**config.mk**
```make
export PLATFORM = sky130hd
export DESIGN_NAME = jt51_timer_ctrl_flat
export DESIGN_NICKNAME = d
export VERILOG_FILES = /design/src/rtl/jt51_timer_ctrl_pkg.sv /design/src/rtl/jt51_timer_ctrl_if.sv /design/src/rtl/jt51_busy_cnt.sv /design/src/rtl/jt51_timer_ctrl.sv /design/src/flat_wrapper.sv
export SDC_FILE = /design/constraint.sdc
export NUM_CORES = 1
export LEC_CHECK = 0
export CELL_PAD_IN_SITES_DETAIL_PLACEMENT = 1
export CELL_PAD_IN_SITES_GLOBAL_PLACEMENT = 2
export CORE_UTILIZATION = 36
export DETAILED_ROUTE_END_ITERATION = 10
export PLACE_DENSITY_LB_ADDON = 0.1
export SLEW_MARGIN = 20
export SYNTH_ARGS = -nofsm -noshare
export SYNTH_HDL_FRONTEND = slang
export SYNTH_SLANG_ARGS = --single-unit
```
**constraint.sdc**
```tcl
create_clock -name clk -period 2.8 [get_ports clk]
set_clock_uncertainty 0.2 [all_clocks]
set_input_delay 0.42 -clock clk [delete_from_list [all_inputs] [get_ports clk]]
set_output_delay 0.42 -clock clk [all_outputs]
set_load 0.01 [all_outputs]
```
**src/rtl/jt51_timer_ctrl_pkg.sv**
```systemverilog
// +----------------------------------------------------------------------------+
// | jt51_timer_ctrl_pkg                                                        |
// | Register addresses, control-bit indices and command bundle for the timer   |
// | register front end.                                                        |
// | Rev 1.0 - initial release                                                  |
// +----------------------------------------------------------------------------+
`default_nettype none

package jt51_timer_ctrl_pkg;

    localparam logic [7:0] ADDR_CLKA1 = 8'h10;
    localparam logic [7:0] ADDR_CLKA2 = 8'h11;
    localparam logic [7:0] ADDR_CLKB  = 8'h12;
    localparam logic [7:0] ADDR_TCTRL = 8'h14;

    localparam int TCTRL_CSM     = 7;
    localparam int TCTRL_FRES_B  = 5;
    localparam int TCTRL_FRES_A  = 4;
    localparam int TCTRL_IRQEN_B = 3;
    localparam int TCTRL_IRQEN_A = 2;
    localparam int TCTRL_LOAD_B  = 1;
    localparam int TCTRL_LOAD_A  = 0;

    localparam int STATUS_BUSY_BIT = 7;
    localparam int BUSY_CNT_W      = 8;

    typedef struct packed {
        logic load_a;
        logic load_b;
        logic clr_run_a;
        logic clr_run_b;
        logic clr_flag_a;
        logic clr_flag_b;
    } tmr_cmd_t;

endpackage

`default_nettype wire

```
**src/rtl/jt51_timer_ctrl_if.sv**
```systemverilog
// +----------------------------------------------------------------------------+
// | jt51_timer_ctrl_if                                                         |
// | Host bus connection: chip select, write strobe, port select, data in/out.  |
// | Rev 1.0 - initial release                                                  |
// +----------------------------------------------------------------------------+
`default_nettype none

interface jt51_timer_ctrl_if;
    logic       cs_n;
    logic       wr_n;
    logic       a0;
    logic [7:0] din;
    logic [7:0] dout;

    modport master (output cs_n, output wr_n, output a0, output din, input dout);
    modport slave  (input cs_n, input wr_n, input a0, input din, output dout);
endinterface

`default_nettype wire

```
**src/rtl/jt51_busy_cnt.sv**
```systemverilog
// +----------------------------------------------------------------------------+
// | jt51_busy_cnt                                                              |
// | Busy counter: reloads on a data write, counts down on cen cycles.          |
// | Rev 1.0 - initial release                                                  |
// +----------------------------------------------------------------------------+
`default_nettype none

module jt51_busy_cnt
    import jt51_timer_ctrl_pkg::*;
#(
    parameter int BUSY_CYC = 32
) (
    input  wire logic clk,
    input  wire logic rst,
    input  wire logic cen,
    input  wire logic load,
    output logic      busy
);

    logic [BUSY_CNT_W-1:0] cnt_q;
    logic [BUSY_CNT_W-1:0] cnt_d;

    // A reload wins over a same-cycle decrement so a write always restarts the full window.
    always_comb begin
        cnt_d = cnt_q;
        if (load) begin
            cnt_d = BUSY_CNT_W'(BUSY_CYC);
        end else if (cen && (cnt_q != '0)) begin
            cnt_d = cnt_q - 1'b1;
        end
    end

    always_ff @(posedge clk or posedge rst) begin
        if (rst) begin
            cnt_q <= '0;
        end else begin
            cnt_q <= cnt_d;
        end
    end

    assign busy = (cnt_q != '0);

endmodule

`default_nettype wire

```
**src/rtl/jt51_timer_ctrl.sv**
```systemverilog
// +----------------------------------------------------------------------------+
// | jt51_timer_ctrl                                                            |
// | Decodes timer register writes into timer commands and returns the status.  |
// | Rev 1.0 - initial release                                                  |
// +----------------------------------------------------------------------------+
`default_nettype none

module jt51_timer_ctrl
    import jt51_timer_ctrl_pkg::*;
#(
    parameter int BUSY_CYC = 32
) (
    input  wire logic         clk,
    input  wire logic         rst,
    input  wire logic         cen,
    jt51_timer_ctrl_if.slave  bus,
    output logic [9:0]        value_A,
    output logic [7:0]        value_B,
    output logic              load_A,
    output logic              load_B,
    output logic              clr_run_A,
    output logic              clr_run_B,
    output logic              set_run_A,
    output logic              set_run_B,
    output logic              clr_flag_A,
    output logic              clr_flag_B,
    output logic              enable_irq_A,
    output logic              enable_irq_B,
    input  wire logic         flag_A,
    input  wire logic         flag_B,
    input  wire logic         overflow_A,
    output logic              csm_kon
);

    logic       wr_last_q,  wr_last_d;
    logic [7:0] addr_q,     addr_d;
    logic [7:0] reg10_q,    reg10_d;
    logic [1:0] reg11_q,    reg11_d;
    logic [7:0] reg12_q,    reg12_d;
    logic       csm_q,      csm_d;
    logic       irqen_a_q,  irqen_a_d;
    logic       irqen_b_q,  irqen_b_d;
    logic       run_a_q,    run_a_d;
    logic       run_b_q,    run_b_d;
    tmr_cmd_t   pend_q,     pend_d;
    tmr_cmd_t   cmd_q,      cmd_d;
    logic [1:0] irq_out_q,  irq_out_d;
    logic       csm_kon_q,  csm_kon_d;
    logic [9:0] value_a_q,  value_a_d;
    logic [7:0] value_b_q,  value_b_d;
    logic [7:0] dout_q,     dout_d;

    logic wr_now;
    logic write_ev;
    logic data_wr;
    logic busy;

    assign wr_now   = ~bus.cs_n & ~bus.wr_n;
    assign write_ev = wr_now & ~wr_last_q;
    assign data_wr  = write_ev & bus.a0;

    jt51_busy_cnt #(
        .BUSY_CYC (BUSY_CYC)
    ) u_busy_cnt (
        .clk  (clk),
        .rst  (rst),
        .cen  (cen),
        .load (data_wr),
        .busy (busy)
    );

    always_comb begin
        wr_last_d = wr_now;
        addr_d    = addr_q;
        reg10_d   = reg10_q;
        reg11_d   = reg11_q;
        reg12_d   = reg12_q;
        csm_d     = csm_q;
        irqen_a_d = irqen_a_q;
        irqen_b_d = irqen_b_q;
        run_a_d   = run_a_q;
        run_b_d   = run_b_q;
        // Pending commands are handed to the outputs on a cen cycle, so that cycle starts empty.
        pend_d    = cen ? '0 : pend_q;

        if (write_ev && !bus.a0) begin
            addr_d = bus.din;
        end

        if (data_wr) begin
            case (addr_q)
                ADDR_CLKA1: reg10_d = bus.din;
                ADDR_CLKA2: reg11_d = bus.din[1:0];
                ADDR_CLKB:  reg12_d = bus.din;
                ADDR_TCTRL: begin
                    csm_d     = bus.din[TCTRL_CSM];
                    irqen_a_d = bus.din[TCTRL_IRQEN_A];
                    irqen_b_d = bus.din[TCTRL_IRQEN_B];
                    run_a_d   = bus.din[TCTRL_LOAD_A];
                    run_b_d   = bus.din[TCTRL_LOAD_B];
                    // Only run-level edges issue commands; the newest edge overrides an older one.
                    if (bus.din[TCTRL_LOAD_A] && !run_a_q) begin
                        pend_d.load_a    = 1'b1;
                        pend_d.clr_run_a = 1'b0;
                    end else if (!bus.din[TCTRL_LOAD_A] && run_a_q) begin
                        pend_d.clr_run_a = 1'b1;
                        pend_d.load_a    = 1'b0;
                    end
                    if (bus.din[TCTRL_LOAD_B] && !run_b_q) begin
                        pend_d.load_b    = 1'b1;
                        pend_d.clr_run_b = 1'b0;
                    end else if (!bus.din[TCTRL_LOAD_B] && run_b_q) begin
                        pend_d.clr_run_b = 1'b1;
                        pend_d.load_b    = 1'b0;
                    end
                    if (bus.din[TCTRL_FRES_A]) pend_d.clr_flag_a = 1'b1;
                    if (bus.din[TCTRL_FRES_B]) pend_d.clr_flag_b = 1'b1;
                end
                default: ;
            endcase
        end

        cmd_d     = cen ? pend_q : cmd_q;
        irq_out_d = cen ? {irqen_b_q, irqen_a_q} : irq_out_q;
        csm_kon_d = cen ? (overflow_A & csm_q) : csm_kon_q;
        value_a_d = {reg10_q, reg11_q};
        value_b_d = reg12_q;
        dout_d    = '0;
        dout_d[STATUS_BUSY_BIT] = busy;
        dout_d[1:0] = {flag_B, flag_A};
    end

    always_ff @(posedge clk or posedge rst) begin
        if (rst) begin
            wr_last_q <= 1'b0;
            addr_q    <= '0;
            reg10_q   <= '0;
            reg11_q   <= '0;
            reg12_q   <= '0;
            csm_q     <= 1'b0;
            irqen_a_q <= 1'b0;
            irqen_b_q <= 1'b0;
            run_a_q   <= 1'b0;
            run_b_q   <= 1'b0;
            pend_q    <= '0;
            cmd_q     <= '0;
            irq_out_q <= '0;
            csm_kon_q <= 1'b0;
            value_a_q <= '0;
            value_b_q <= '0;
            dout_q    <= '0;
        end else begin
            wr_last_q <= wr_last_d;
            addr_q    <= addr_d;
            reg10_q   <= reg10_d;
            reg11_q   <= reg11_d;
            reg12_q   <= reg12_d;
            csm_q     <= csm_d;
            irqen_a_q <= irqen_a_d;
            irqen_b_q <= irqen_b_d;
            run_a_q   <= run_a_d;
            run_b_q   <= run_b_d;
            pend_q    <= pend_d;
            cmd_q     <= cmd_d;
            irq_out_q <= irq_out_d;
            csm_kon_q <= csm_kon_d;
            value_a_q <= value_a_d;
            value_b_q <= value_b_d;
            dout_q    <= dout_d;
        end
    end

    assign bus.dout     = dout_q;
    assign value_A      = value_a_q;
    assign value_B      = value_b_q;
    assign load_A       = cmd_q.load_a;
    assign load_B       = cmd_q.load_b;
    assign clr_run_A    = cmd_q.clr_run_a;
    assign clr_run_B    = cmd_q.clr_run_b;
    assign clr_flag_A   = cmd_q.clr_flag_a;
    assign clr_flag_B   = cmd_q.clr_flag_b;
    assign set_run_A    = 1'b0;
    assign set_run_B    = 1'b0;
    assign enable_irq_A = irq_out_q[0];
    assign enable_irq_B = irq_out_q[1];
    assign csm_kon      = csm_kon_q;

endmodule

`default_nettype wire
```
**src/flat_wrapper.sv**
```systemverilog
// flat-port wrapper written by rule: the top's interface ports become plain ports
module jt51_timer_ctrl_flat import jt51_timer_ctrl_pkg::*;
#(
    parameter int BUSY_CYC = 32
)
  (clk, rst, cen, value_A, value_B, load_A, load_B, clr_run_A, clr_run_B, set_run_A, set_run_B, clr_flag_A, clr_flag_B, enable_irq_A, enable_irq_B, flag_A, flag_B, overflow_A, csm_kon, bus_cs_n, bus_wr_n, bus_a0, bus_din, bus_dout);
  jt51_timer_ctrl_if bus_i ();
  input  wire logic clk;
  input  wire logic rst;
  input  wire logic cen;
  output logic [9:0] value_A;
  output logic [7:0] value_B;
  output logic load_A;
  output logic load_B;
  output logic clr_run_A;
  output logic clr_run_B;
  output logic set_run_A;
  output logic set_run_B;
  output logic clr_flag_A;
  output logic clr_flag_B;
  output logic enable_irq_A;
  output logic enable_irq_B;
  input  wire logic flag_A;
  input  wire logic flag_B;
  input  wire logic overflow_A;
  output logic csm_kon;
  input wire logic [$bits(bus_i.cs_n)-1:0] bus_cs_n;
  input wire logic [$bits(bus_i.wr_n)-1:0] bus_wr_n;
  input wire logic [$bits(bus_i.a0)-1:0] bus_a0;
  input wire logic [$bits(bus_i.din)-1:0] bus_din;
  output wire logic [$bits(bus_i.dout)-1:0] bus_dout;
  assign bus_i.cs_n = bus_cs_n;
  assign bus_i.wr_n = bus_wr_n;
  assign bus_i.a0 = bus_a0;
  assign bus_i.din = bus_din;
  assign bus_dout = bus_i.dout;
  jt51_timer_ctrl #(.BUSY_CYC(BUSY_CYC)) u_core (.clk(clk), .rst(rst), .cen(cen), .bus(bus_i), .value_A(value_A), .value_B(value_B), .load_A(load_A), .load_B(load_B), .clr_run_A(clr_run_A), .clr_run_B(clr_run_B), .set_run_A(set_run_A), .set_run_B(set_run_B), .clr_flag_A(clr_flag_A), .clr_flag_B(clr_flag_B), .enable_irq_A(enable_irq_A), .enable_irq_B(enable_irq_B), .flag_A(flag_A), .flag_B(flag_B), .overflow_A(overflow_A), .csm_kon(csm_kon));
endmodule
```
# After elaboration in Yosys (flattened, before gate mapping)
# Cells that the tools add are included.
[totals]
ff_bits = 76
latch_bits = 0
ramBits = 0
rom_bits = 0
input_bits = 17
word_cells = 72
memories = 0
[op_classes]
add_sub_neg = 1
mul = 0
div_mod_pow = 0
n_lt_le_gt_ge = 0
n_eq_ne = 4
shift = 0
mux = 15
bitwise_logic = 7
reduce_logical = 17
[ops]
columns = ["op", "count"]
rows = [
  ["$eq 8x5->1 const B", 4],
  ["$mux 6", 3],
  ["$mux 8", 2],
  ["$mux 1", 10],
  ["$reduce_and 2->1", 4],
  ["$reduce_bool 8->1", 1],
  ["$sub 8x1->8 const B", 1],
  ["$logic_and 1x1->1", 6],
  ["$logic_not 1->1", 5],
  ["$and 1x1->1", 4],
  ["$not 1->1", 3],
  ["$reduce_bool 2->1", 1],
]

# Longest topological paths before layout
# Gate-level depths: netlist of run 1.
[logic_depth]
word_depth = 6
depth_mapped = 5
depth_no_buf = 5

# Modules after synthesis
# Synthesis of run 1 repeated with hierarchy kept, for this count alone.
[hier_totals]
cells_unflattened = 210
area_unflattened_um2 = 3040.4
[by_module_without_submodules]
columns = ["module", "n_inst", "cells_per_inst", "area_per_inst_um2", "seq_area_each_um2"]
rows = [
  ["jt51_timer_ctrl", 1, 162, 2578.7, 1701.6],
  ["jt51_busy_cnt", 1, 48, 461.7, 200.2],
]

# Worst setup path before layout of run 1
# OpenSTA, ideal clock, no wires.
[synth_timing]
path_kind = "register to register"
startpoint = "register u_core.addr_q[3]"
endpoint = "register u_core.reg10_q[0]"
arrival_ns = 1.966
required_ns = 2.475
slack_ns = 0.509
path_stages_with_launch = 6
path_buffers = 2
synth_period_minus_slack_ns = 2.291
cell_sequence = "dfrtp_1 or4b_1 buf_6 or4_4 buf_6 mux2_4"
[synth_via]
elab_chain_cells = 2
[synth_rtl]
columns = ["item", "line_no", "source"]
rows = [
  ["start: declaration", "jt51_timer_ctrl.sv:36", "logic [7:0] addr_q, addr_d;"],
  ["start signal: assignment", "jt51_timer_ctrl.sv:154", "addr_q <= addr_d;"],
  ["$eq 8x5->1", "jt51_timer_ctrl.sv:91", "case (addr_q)"],
  ["$reduce_and 2->1 (no source line)", "n/a", ""],
  ["end signal: assignment", "jt51_timer_ctrl.sv:155", "reg10_q <= reg10_d;"],
  ["end: declaration", "jt51_timer_ctrl.sv:37", "logic [7:0] reg10_q, reg10_d;"],
]
# No other way between the ends.
# A chain may end at the register's enable or synchronous reset.

# Worst setup path after layout of run 1
[layout_timing]
startpoint = "register u_core.addr_q[3]"
endpoint = "register u_core.reg12_q[3]"
[layout_via]
elab_chain_cells = 2
[layout_rtl]
columns = ["item", "line_no", "source"]
rows = [
  ["$eq 8x5->1", "jt51_timer_ctrl.sv:91", ""],
  ["$reduce_and 2->1 (no source line)", "n/a", ""],
  ["end signal: assignment", "jt51_timer_ctrl.sv:157", "reg12_q <= reg12_d;"],
  ["end: declaration", "jt51_timer_ctrl.sv:39", "logic [7:0] reg12_q, reg12_d;"],
]
# No other way between the ends.

==> results.toml, run 1 <==
[yosys]
avgSynthCellArea_sq_um = 14.5
ys_warn_count = 0
synth-seq-cells = 76
synth_area_sq_um = 3070
async_reset_ff_frac = 1.00
synthFlopType = "dfrtp_1"
netlist-cell-type-count = 36
yosysSeqAreaShare = 0.620
synthCells = 211
synth_edf_count = 0

[finish]
fin_nets = 293
antenna_cells = 0
stdcell_count = 384
area_growth_pct = 29.1
drive_above_1_share = 0.287
fillers = 853

[pwr]
p_sw_frac = 0.255
peakVddDrop_v = 0.000342
power_leakage_uw = 0.00184
p_per_area_nw_per_um2 = 726
p_int_uw = 2140
p_total_uw = 2880
power_switching_uw = 733
pwr-share-comb = 0.160
power_frac_clock = 0.379
power.share.sequential = 0.461

[floorplanning]
die-area_sq_um = 8900
core-area_sq_um = 8220
initial_core_util = 0.373
rows = 33
die_h_microns = 94.3
fp.dieW_microns = 94.3
io_pins = 54

[placed_design]
place_ws_ns = -0.0211
hpwl_microns = 4230
dp_cells = 369
gp_congestion = 0.752
numPortBuffers = 46

[grt]
grt_first_pass_wirelength_microns = 10900
grt_util_met3 = 0.0510
grt_pass1_vias = 2027
antenna_found_initial = 0
grtUsageTotal = 0.164
grt.busiest_layer = "met2"
grt_max_degree = 32
met2_usage = 0.251
grtUsageMet1 = 0.226
overflow = 0

[sta]
rsz0062_at_grt = "false"
tightest_slew_ns = 0.554
fmax_mhz = 411
slew_violations = 0
slew_headroom = 0.630
hold_viol_final = 0
setup_viol = 0
period_minus_slack_ns = 2.44
post-route-period-util = 0.870
fin_ws_ns = 0.364

[drt]
routedWlPerCell_microns = 16.5
drtIter0Drc = 35
via_per_inst = 4.91
drt-total-wl_microns = 6320
detail-route-antenna-nets = 0
drtPass1Iterations = 4
drc = 0
vias = 1885

[clocking]
clockBufferDepth = 2
cts_resized = 0
clkSlewWorstSetupHoldPaths_ns = 0.08
hold_buffers = 0
clkLatencyLatePin_ns = 0.35
cts_buffers = 9
cts.sinks = 76
post_cts_buffers = 0
clockRootBuffer = "clkbuf_8"
cts_tree = "built"
htreeDepth = 3

[critical_path]
crit_chain = "or4b_1 > or4_4 > mux2_4"
crit_family = "simple AND/OR/NAND/NOR gates"
start_kind = "flip-flop"
cp_data_arrival_time_ns = 2.47
critical_path_required_ns = 2.83
cpPeakStageDelay_ns = 0.71
critPathKind = "flip-flop to flip-flop"
cp_max_fo = 9
crit_slowest_cell = "or4b_1"
cp-end-kind = "flip-flop"
crit_buf_inv = 0

[hold_path]
hold_class = "flip-flop to flip-flop"

[status]
outcome = "completed"

[job]
max-cap-violations = 0
[layer usage]
layer	vias up	wire (microns)
met5	-	0
met4	0	74
met1	963	3060
met3	9	288
met2	40	2890
li1	873	-
[layout by cell type (no fill, tap or decap), types with 3 or more instances in the layout]
| cell | n |
|---|---|
| mux2_4 | 16 |
| bufinv_16 | 4 |
| clkdlybuf4s50_1 | 46 |
| or4_1 | 3 |
| clkbuf_8 | 9 |
| or4_4 | 3 |
| mux2_2 | 22 |
| o21ai_0 | 8 |
| nand2_1 | 5 |
| inv_1 | 9 |
| conb_1 | 7 |
| dfrtp_1 | 76 |
| a21oi_1 | 6 |
| mux2i_1 | 3 |
| or3b_2 | 4 |
| o311ai_0 | 4 |
| o41ai_1 | 5 |
| nor2_1 | 5 |
| nor2b_1 | 4 |
| buf_4 | 14 |
[state kept, by name (all words and copies together) (netlist names), 3 cells and up]
register,flops
u_core.value_B,8
u_core.addr_q,8
u_core.bus.dout,3
u_core.u_busy_cnt.cnt_q,8
u_core.pend_q,6
u_core.reg10_q,8
u_core.reg12_q,8
u_core.value_A,10
[synthesized netlist by cell type, types with 3 or more instances]
| cell type | count | area [sq um] |
|---|---|---|
| a21oi_1 | 6 | 30.0 |
| buf_4 | 7 | 52.6 |
| buf_6 | 4 | 45.0 |
| clkbuf_1 | 3 | 11.3 |
| dfrtp_1 | 76 | 1900 |
| inv_1 | 10 | 37.5 |
| mux2_2 | 22 | 248 |
| mux2_4 | 16 | 240 |
| mux2i_1 | 3 | 30.0 |
| nand2_1 | 5 | 18.8 |
| nor2_1 | 5 | 18.8 |
| nor2b_1 | 4 | 25.0 |
| o21ai_0 | 8 | 40.0 |
| o311ai_0 | 4 | 35.0 |
| o41ai_1 | 5 | 43.8 |
| or3b_2 | 4 | 35.0 |
| or4_1 | 3 | 22.5 |
| or4_4 | 3 | 33.8 |
[final timing paths]
check | startpoint | to | slack (ns) | cells after the start
max | u_core.addr_q[3] | u_core.reg12_q[3] | 0.36 | 3
min | u_core.reg11_q[0] | u_core.value_A[0] | 0.18 | 0
max reg2reg | u_core.addr_q[3] | u_core.reg12_q[3] | 0.36 | 3
min reg2reg | u_core.reg11_q[0] | u_core.value_A[0] | 0.18 | 0
max in group asynchronous | rst | u_core.irq_out_q[1] | 1.53 | 3
min in group asynchronous | rst | u_core.value_A[9] | 0.25 | 2
[power by group through the flow]
stage | Sequential [uW] | Clock [uW] | Combinational (uW)
2_1_floorplan | 1320 | 0 | 309
3_3_place_gp | 1340 | 0 | 456
3_5_place_dp | 1340 | 0 | 464
4_1_cts | 1330 | 1120 | 468
5_1_grt | 1350 | 1170 | 519
6_report | 1330 | 1090 | 460
[layout make-up]
class	count	area, sq um	area share
clock inverters	6	138	0.0348
clock buffers	9	124	0.0313
well taps	105	131	0.0332
repair buffers	61	586	0.148
inverters	10	37.5	0.00948
flip-flops and latches	76	1900	0.480
multi-input cells	117	1040	0.263
[logic make-up after synthesis]
group | Yosys count | synth area share
DFF | 76 | 0.620
muxes | 41 | 0.169
and+or+nand+nor | 40 | 0.0950
AOI/OAI and AO/OA | 28 | 0.0632
buffers and inverters | 24 | 0.0477
adders and majority gates | 1 | 0.00408
other | 1 | 0.00122
[through the flow]
step / hold WS [ns] / instance area (sq um) / setup TNS (ns) / util
6_report: 0.177 / 3960 / 0 / 0.482
2_1_floorplan: 0.150 / 3090 / 0 / -
3_5_place_dp: 0.162 / 3700 / -0.0211 / 0.450
3_3_place_gp: 0.156 / 3700 / 0 / 0.450
4_1_cts: 0.181 / 3960 / 0 / 0.482
5_1_grt: 0.187 / 3960 / 0 / 0.482
Power figures use the tool's default switching activity.
==> inputs of run 2 (changes only) <==
--- a/config.mk
+++ b/config.mk
@@ -7,10 +7,12 @@
 export LEC_CHECK = 0
 export CELL_PAD_IN_SITES_DETAIL_PLACEMENT = 1
 export CELL_PAD_IN_SITES_GLOBAL_PLACEMENT = 2
+export CORE_MARGIN = 5
 export CORE_UTILIZATION = 36
 export DETAILED_ROUTE_END_ITERATION = 10
 export PLACE_DENSITY_LB_ADDON = 0.1
 export SLEW_MARGIN = 20
 export SYNTH_ARGS = -nofsm -noshare
 export SYNTH_HDL_FRONTEND = slang
+export SYNTH_HIERARCHICAL = 1
 export SYNTH_SLANG_ARGS = --single-unit
==> constraint.sdc (replaced) <==
create_clock -name clk -period 2.37 [get_ports clk]
set_clock_uncertainty 0.2 [all_clocks]
set_input_delay 0.3555 -clock clk [delete_from_list [all_inputs] [get_ports clk]]
set_output_delay 0.3555 -clock clk [all_outputs]
set_load 0.01 [all_outputs]
==> run 2 against run 1 <==
Effect of this change: global-route usage down 3.1 points; synthesized cell count decreased by 0.47%; power increased by 8.3%; core utilization decreased by 0.11 points; critical endpoint is now u_core/reg10_q[6]; largest cell class unchanged.
==> results.toml, run 2 <==
[floorplanning]
die_h_microns = 102
rows = 33
initial_core_util = 0.370
fp.dieW_microns = 102
core-area_sq_um = 8220
die-area_sq_um = 10400
io_pins = 54

[critical_path]
r2r_cells = 5
start_kind = "flip-flop"
critical_path_required_ns = 2.41
critPathKind = "flip-flop to flip-flop"
crit_family = "simple AND/OR/NAND/NOR gates"
crit_buf_inv = 2
cp_max_fo = 8
cp-end-kind = "flip-flop"
startpoint = "u_core/addr_q[3]"
cp_common_cell = "buf_4"
r2r_slack_ns = 0.07
cp_data_arrival_time_ns = 2.33
r2r_end = "u_core/reg10_q[6]"
path_depth = 5
crit_slowest_cell = "or4b_1"
crit_chain = "or4b_1 > buf_4 > nor4_4 > buf_4 > mux2_2"
rr_startpoint = "u_core/addr_q[3]"
cpPeakStageDelay_ns = 0.59
worst_setup_path_endpoint = "u_core/reg10_q[6]"

[pwr]
power_switching_uw = 867
p_sw_frac = 0.278
p_per_area_nw_per_um2 = 789
power_leakage_uw = 0.00184
power_frac_clock = 0.324
p_total_uw = 3120
peakVddDrop_v = 0.000319
p_int_uw = 2250
pwr-share-comb = 0.175
power.share.sequential = 0.502

[yosys]
ys_warn_count = 6
synth_area_sq_um = 3040
synthTopCellsByCount = "dfrtp_1 (76), mux2_2 (32), inv_1 (11)"
synth-seq-cells = 76
avgSynthCellArea_sq_um = 14.5
async_reset_ff_frac = 1.00
synthTopCellsByArea = "dfrtp_1 (63%), mux2_2 (12%), mux2_4 (4.0%), buf_4 (1.7%), o41ai_1 (1.4%)"
yosysTopAreaCell = "dfrtp_1"
yosysMostFrequentCell = "dfrtp_1"
synthFlopType = "dfrtp_1"
synth_edf_count = 0
netlist-cell-type-count = 38
yosysSeqAreaShare = 0.626
synth_top_cell_area_share = 0.626
synthCells = 210

[finish]
layout_commonest_cell = "dfrtp_1"
final_core_utilization = 0.481
largest_reg_flops = 10
fillers = 840
area_growth_pct = 30.0
antenna_cells = 0
layout_common_cells = "dfrtp_1 (76), clkdlybuf4s50_1 (46), mux2_2 (32)"
drive_above_1_share = 0.321
fin_nets = 300

[drt]
drt-total-wl_microns = 6060
drtIter0Drc = 35
detail-route-antenna-nets = 0
drtPass1Iterations = 4
drc = 0
routedWlPerCell_microns = 15.5
vias = 1881
via_per_inst = 4.80

[placed_design]
numPortBuffers = 46
hpwl_microns = 4460
gp_congestion = 0.783

[sta]
fmax_mhz = 436
slew_violations = 0
slew_headroom = 0.644
setup_viol = 0
hold_viol_final = 0
tightest_slew_ns = 0.520
fin_hold_ws_ns = 0.0924
period_minus_slack_ns = 2.30
rsz0062_at_grt = "false"
post-route-period-util = 0.968

[grt]
grt_max_degree = 29
grtUsageTotal = 0.133
antenna_found_initial = 0
overflow = 0
grt_pass1_vias = 2036
grt_first_pass_wirelength_microns = 10600

[clocking]
hold_buffers = 0
clockRootBuffer = "clkbuf_8"
clkLatencyLatePin_ns = 0.35
clockBufferDepth = 2
cts_tree = "built"
cts.sinks = 76
htreeDepth = 3
clkSlewWorstSetupHoldPaths_ns = 0.08
cts_buffers = 9

[hold_path]
hold_class = "primary input to asynchronous set/reset pin"

[status]
outcome = "completed"

[job]
max-cap-violations = 0
[run 2: cell count changes in the layout (fill, tap and decap cells not counted), moves of 2 or more]
cell / delta
a21oi_1: -2
buf_4: +8
bufinv_16: -3
clkinvlp_4: +2
mux2_2: +10
mux2_4: -8
nor2b_1: +2
nor4b_1: -2
o311ai_0: -4
o311ai_1: +4
or4_4: -2
[run 2: repair_timing]
item | in CTS | in global routing
buffers inserted | 0 | 0
gates resized for setup | 1 | 5
gates cloned | 0 | 0
setup endpoints to repair | 1 | 24
[run 2: how the worst min path moves through the flow]
stage	slack (ns)	to
global route	0.11	u_core/bus.dout[0]
floorplan	-0.03	u_core/u_busy_cnt/cnt_q[0]
CTS	0.1	u_core/bus.dout[0]
detailed placement	0.17	u_core/value_A[1]
global placement	0.16	u_core/value_A[9]
finish	0.09	u_core/bus.dout[7]
[run 2: area by class of cell]
cell class | count | area [sq um] | area share
clock buffers | 10 | 138 | 0.0348
clock inverters | 6 | 71.3 | 0.0180
inverters | 11 | 41.3 | 0.0104
multi-input cells | 115 | 1020 | 0.259
flip-flops and latches | 76 | 1900 | 0.481
well taps | 105 | 131 | 0.0332
repair buffers | 69 | 646 | 0.163
[run 2: cell families after synthesis]
logic type / count (synthesis) / share of synthesized area
multiplexers: 42 / 0.165
buffers and inverters: 25 / 0.0486
adder cells (fa/ha/maj): 1 / 0.00411
other: 1 / 0.00123
AND/OR/NAND/NOR: 39 / 0.0947
AO/OA/AOI/OAI: 26 / 0.0613
flip-flops: 76 / 0.626
[run 2: power groups by stage]
stage          Clock, uW  Sequential (uW)  Combinational [uW]
2_1_floorplan          0             1550                 343
3_3_place_gp           0             1580                 531
3_5_place_dp           0             1590                 545
4_1_cts             1050             1560                 548
5_1_grt             1100             1590                 605
6_report            1010             1560                 544
[run 2: through the flow]
| stage | cells | instance area, sq um | TNS [ns] | setup slack [ns] |
|---|---|---|---|---|
| 3_3_place_gp | 376 | 3730 | -7.45 | -0.304 |
| 3_5_place_dp | 376 | 3730 | -8.32 | -0.414 |
| 2_1_floorplan | 216 | 3060 | 0 | 0.0739 |
| 4_1_cts | 392 | 3940 | 0 | 0.0401 |
| 6_report | 392 | 3950 | 0 | 0.0750 |
| 5_1_grt | 392 | 3950 | 0 | 0.0157 |
[run 2: worst register-to-register path, delay by kind of cell, from the launching register on]
family	cells	cell delay, ns
flip-flops	1	0.37
AND/OR/NAND/NOR	2	0.83
buffers and inverters	2	0.43
multiplexers	1	0.36
[run 2: metal layers]
metal	track usage	vias to the layer above	share of wire
met3	0.0314	10	0.052
met5	0	-	0
met4	0.0727	0	0.023
met1	0.188	934	0.49
li1	-	888	-
met2	0.190	49	0.44
==> inputs of run 3 (changes only) <==
--- a/config.mk
+++ b/config.mk
@@ -9,6 +9,7 @@
 export CELL_PAD_IN_SITES_GLOBAL_PLACEMENT = 2
 export CORE_MARGIN = 5
 export CORE_UTILIZATION = 36
+export CTS_CLUSTER_DIAMETER = 100
 export DETAILED_ROUTE_END_ITERATION = 10
 export PLACE_DENSITY_LB_ADDON = 0.1
 export SLEW_MARGIN = 20
==> results of run 3 <==
Final layout, timing and power as in run 2 (identical DEF).
